[src/rtl/pipeline_arbiter.sv]
// Round-robin arbiter with burst lock feeding one registered valid/ready stage; 1-cycle latency.
// Back-pressure: a held output beat (o_valid & ~i_ready) deasserts every o_ready and freezes all outputs.
module pipeline_arbiter #(
  parameter int CHANNELS   = 4,
  parameter int VALUE_BITS = 8,
  parameter int ID_BITS    = $clog2(CHANNELS)
) (
  input  logic                           clock,
  input  logic                           reset,
  input  logic [CHANNELS*VALUE_BITS-1:0] i_value,
  input  logic [CHANNELS-1:0]            i_valid,
  input  logic [CHANNELS-1:0]            i_last,
  output logic [CHANNELS-1:0]            o_ready,
  output logic [VALUE_BITS-1:0]          o_value,
  output logic [ID_BITS-1:0]             o_id,
  output logic                           o_last,
  output logic                           o_valid,
  input  logic                           i_ready
);

  typedef enum logic {IDLE, LOCKED} state_t;

  typedef struct packed {
    logic [VALUE_BITS-1:0] value;
    logic [ID_BITS-1:0]    id;
    logic                  last;
  } beat_t;

  localparam logic [ID_BITS-1:0] LAST_ID = ID_BITS'(CHANNELS - 1);

  state_t               state_q, state_d;
  logic [ID_BITS-1:0]   r_ptr, ptr_d;
  logic [ID_BITS-1:0]   r_owner, owner_d;
  logic [ID_BITS-1:0]   sel;
  logic                 sel_vld;
  logic                 ld;
  logic                 xfer;
  int                   cand;
  beat_t                beat_q, beat_d;

  assign ld = ~o_valid | i_ready;

  // Scan from the highest offset down so the channel nearest r_ptr is written last and wins.
  always_comb begin
    sel     = '0;
    sel_vld = 1'b0;
    cand    = 0;
    if (state_q == LOCKED) begin
      sel     = r_owner;
      sel_vld = i_valid[r_owner];
    end else begin
      for (int d = CHANNELS - 1; d >= 0; d--) begin
        cand = int'(r_ptr) + d;
        if (cand >= CHANNELS) cand = cand - CHANNELS;
        if (i_valid[ID_BITS'(cand)]) begin
          sel     = ID_BITS'(cand);
          sel_vld = 1'b1;
        end
      end
    end
  end

  assign xfer = ld & sel_vld & ~reset;

  always_comb begin
    o_ready = '0;
    if (xfer) o_ready[sel] = 1'b1;
  end

  always_comb begin
    state_d = state_q;
    ptr_d   = r_ptr;
    owner_d = r_owner;
    beat_d  = beat_q;
    if (xfer) begin
      beat_d.value = i_value[sel*VALUE_BITS +: VALUE_BITS];
      beat_d.id    = sel;
      beat_d.last  = i_last[sel];
      if (i_last[sel]) begin
        state_d = IDLE;
        ptr_d   = (sel == LAST_ID) ? '0 : sel + ID_BITS'(1);
      end else begin
        state_d = LOCKED;
        owner_d = sel;
      end
    end
  end

  always_ff @(posedge clock) begin
    if (reset) begin
      state_q <= IDLE;
      r_ptr   <= '0;
      r_owner <= '0;
    end else begin
      state_q <= state_d;
      r_ptr   <= ptr_d;
      r_owner <= owner_d;
    end
  end

  // Payload only moves on a transfer; o_valid follows ld so bubbles drain the stage.
  always_ff @(posedge clock) begin
    if (reset) begin
      beat_q  <= '0;
      o_valid <= 1'b0;
    end else if (ld) begin
      beat_q  <= beat_d;
      o_valid <= xfer;
    end
  end

  assign o_value = beat_q.value;
  assign o_id    = beat_q.id;
  assign o_last  = beat_q.last;

endmodule
[config.mk]
export PLATFORM = sky130hd
export DESIGN_NAME = pipeline_arbiter
export DESIGN_NICKNAME = d
export VERILOG_FILES = /design/src/rtl/pipeline_arbiter.sv
export SDC_FILE = /design/constraint.sdc
export NUM_CORES = 1
export LEC_CHECK = 0
export CORE_MARGIN = 1
export CORE_UTILIZATION = 44
export CTS_CLUSTER_SIZE = 28
export DETAILED_ROUTE_END_ITERATION = 6
export PLACE_DENSITY = 0.93
export SLEW_MARGIN = 15
export SYNTH_ARGS = -nofsm -noshare
export SYNTH_HDL_FRONTEND = slang
export SYNTH_SLANG_ARGS = --single-unit
[constraint.sdc]
create_clock -name clock -period 6.54 [get_ports clock]
set_clock_uncertainty 0.1 [all_clocks]
set_input_delay 0.654 -clock clock [delete_from_list [all_inputs] [get_ports clock]]
set_output_delay 0.654 -clock clock [all_outputs]
set_load 0.05 [all_outputs]
==> metrics.cfg <==
[status]
outcome=finished clean

[global_route]
grt_pass1_vias=1387
grt_overflow=0
antenna_found_initial=0
grt_util_all_layers_pct=23.9
grt_pass1_wl_um=5960
grt_max_degree=27

[timing]
clock.fmax_mhz=199
fin_crit_ps=5020
drv_slew=0
relSlewSlack_pct=43.8
fin_hold_ws_ps=370
setup_viol_count_final=0
rsz0062_at_grt=no
worstMarginPinSlew_ps=840
hold_violations=0
timing.final.crit_share_pct=76.8
finalSetupTns_ps=0

[route]
ant_nets=0
drc_errors=0
wl_per_cell_um=15.2
vias_per_cell=5.91
dr.pass1.iters=4
drt_iter0_drc=59
vias=1407
finalWirelength_um=3610

[setup_path]
reg2reg_from=r_ptr[1]$_SDFFE_PP0P_
required_ps=5790
regToRegEndpoint=r_ptr[1]$_SDFFE_PP0P_
crit_fanout=18
r2r_slack_ps=3450
setup.worst_path.start=i_valid[1]
critPathLaunchType=input port
worstRegToRegCells=7
crit_end=o_ready[1]
crit_type=input port to primary output
cp-end-kind=primary output
cp.arrival_ps=4270

[power_and_ir_drop]
ir_worst_vdd_v=0.000312
p_sw_share_pct=50.9
p_sw_w=0.000359
power_density_nw_per_um2=377
leakage_nw=0.717
power.internal_w=0.000347
pwr-share-seq_pct=24.3
clkPwrFrac_pct=8.2
pwr-share-comb_pct=67.5

[placed_design]
gp_congestion=0.913
io_buffer_count=58
dp_hpwl_um=2750

[layout]
diodes=0
drive_gt1_share_pct=5.31
layout_common_cells=clkdlybuf4s50_1 (58), a211oi_1 (17), dfxtp_1 (17), nor2_1 (11)
n_fill_cell=220
final_common_cell=clkdlybuf4s50_1
areaGrowthSynthToFinish_pct=47.4
nets=255

[floorplanning]
fp.dieArea_um2=3110
ios=59
fp.coreArea_um2=2730
rows=19
die_h_um=55.7
initial_core_util_pct=46.5
die_w_um=55.7

[clock_network]
htreeDepth=1
clkSlewWorstSetupHoldPaths_ps=100
cts_tree=yes
cts_hold_buf=0
cts_resized=0
cts.path.max_buffers=2
post_cts_buffers=0
clock_sinks=17
numCtsBuffers=3
clk_latency_ps=300
cts-root-buf=clkbuf_4

[synth]
synth_cells=155
ys.flop_type=dfxtp_1
ys_types=39
yosys_warnings=0
synth_area_per_cell_um2=8.19
ys_ff_latch=17
ys_seq_area_share_pct=26.8
synth-edff-count=0
synth.net_count=202
netlist_area_um2=1270
synthArstFlopShare_pct=0

[min_path]
min_path_type=flop to flop

[job]
maxCapViolCount=0

worst max-delay path, stage by stage:
cell,delay [ps]
clkdlybuf4s50_1,590
inv_1,100
a211o_1,280
a211oi_4,660
nor2_1,400
inv_1,400
ha_1,220
inv_1,40
nor2_1,90
clkdlybuf4s50_1,820
flip-flops by register name (all words and copies together) (netlist names):
| signal | flops |
|---|---|
| o_valid | 1 |
| r_ptr | 2 |
| o_last | 1 |
| r_owner | 2 |
| o_id | 2 |
| o_value | 8 |
| state_q | 1 |
power groups by stage:
stage               Sequential (W)  Combinational (W)  Clock (W)
floorplan                 0.000250           0.000264          0
global placement          0.000172           0.000461          0
detailed placement        0.000174           0.000471          0
CTS                       0.000171           0.000474  0.0000594
global route              0.000176           0.000513  0.0000648
finish                    0.000172           0.000476  0.0000579
cells in the mapped netlist (2+ instances only):
library cell,instances,area (um^2)
a211oi_1,17,128
dfxtp_1,17,340
nor2_1,11,41.3
inv_1,10,37.5
nand3_1,10,50.1
o21a_1,9,67.6
o31ai_1,9,67.6
nand2_1,8,30.0
nor3b_1,8,60.1
a21oi_1,7,35.0
clkbuf_1,7,26.3
mux2i_1,5,50.1
ha_1,4,50.1
buf_2,3,15.0
a211o_1,2,17.5
nand2b_1,2,12.5
nor2b_1,2,12.5
o21ai_0,2,10.0
or2b_1,2,15.0
metrics by stage:
stage | instances | worst slack (ps) | utilization, % | power (W) | area [um^2]
after floorplan | 155 | 3200 | - | 0.000514 | 1270
after global placement | 234 | 1720 | 67.5 | 0.000633 | 1840
after detailed placement | 234 | 1560 | 67.5 | 0.000644 | 1840
after CTS | 238 | 1550 | 68.5 | 0.000705 | 1870
after global routing | 238 | 1330 | 68.5 | 0.000753 | 1870
final | 238 | 1520 | 68.5 | 0.000705 | 1870
cells by family (layout without fill, tap and decap cells):
family | after synthesis | in the layout | share of synthesized area, %
AOI/OAI and AO/OA | 54 | 54 | 32.7
buffers and inverters | 22 | 74 | 7.39
and+or+nand+nor | 51 | 51 | 22.6
muxes | 7 | 7 | 6.60
adders and majority gates | 4 | 4 | 3.94
DFF | 17 | 17 | 26.8
routing by layer:
layer | vias to the layer above | share of wire [%] | GRT usage [%]
met1 | 672 | 41 | 28.3
li1 | 680 | - | -
met3 | 6 | 5.7 | 7.21
met5 | - | 0 | 0
met2 | 49 | 52 | 41.5
met4 | 0 | 1.4 | 6.79
layout make-up:
type	count	area (um^2)	area share, %
clock buffer	3	22.5	1.20
clock inverter	1	5.00	0.267
timing repair buffer	59	588	31.4
inverter	11	41.3	2.21
sequential	17	340	18.2
tap	31	38.8	2.07
multi-input combinational	116	836	44.7
worst min path at each step:
stage | end | from | depth (start not counted) | slack (ps)
2_1_floorplan | r_owner[0]$_SDFFE_PP0P_ | r_owner[0]$_SDFFE_PP0P_ | 2 | 380
3_3_place_gp | o_last$_SDFFE_PP0P_ | o_last$_SDFFE_PP0P_ | 2 | 350
3_5_place_dp | o_last$_SDFFE_PP0P_ | o_last$_SDFFE_PP0P_ | 2 | 360
4_1_cts | o_last$_SDFFE_PP0P_ | o_last$_SDFFE_PP0P_ | 2 | 370
5_1_grt | o_value[5]$_SDFFE_PP0P_ | o_value[5]$_SDFFE_PP0P_ | 2 | 400
6_report | o_last$_SDFFE_PP0P_ | o_last$_SDFFE_PP0P_ | 2 | 370
No activity file was read; power rests on OpenSTA's default activity.
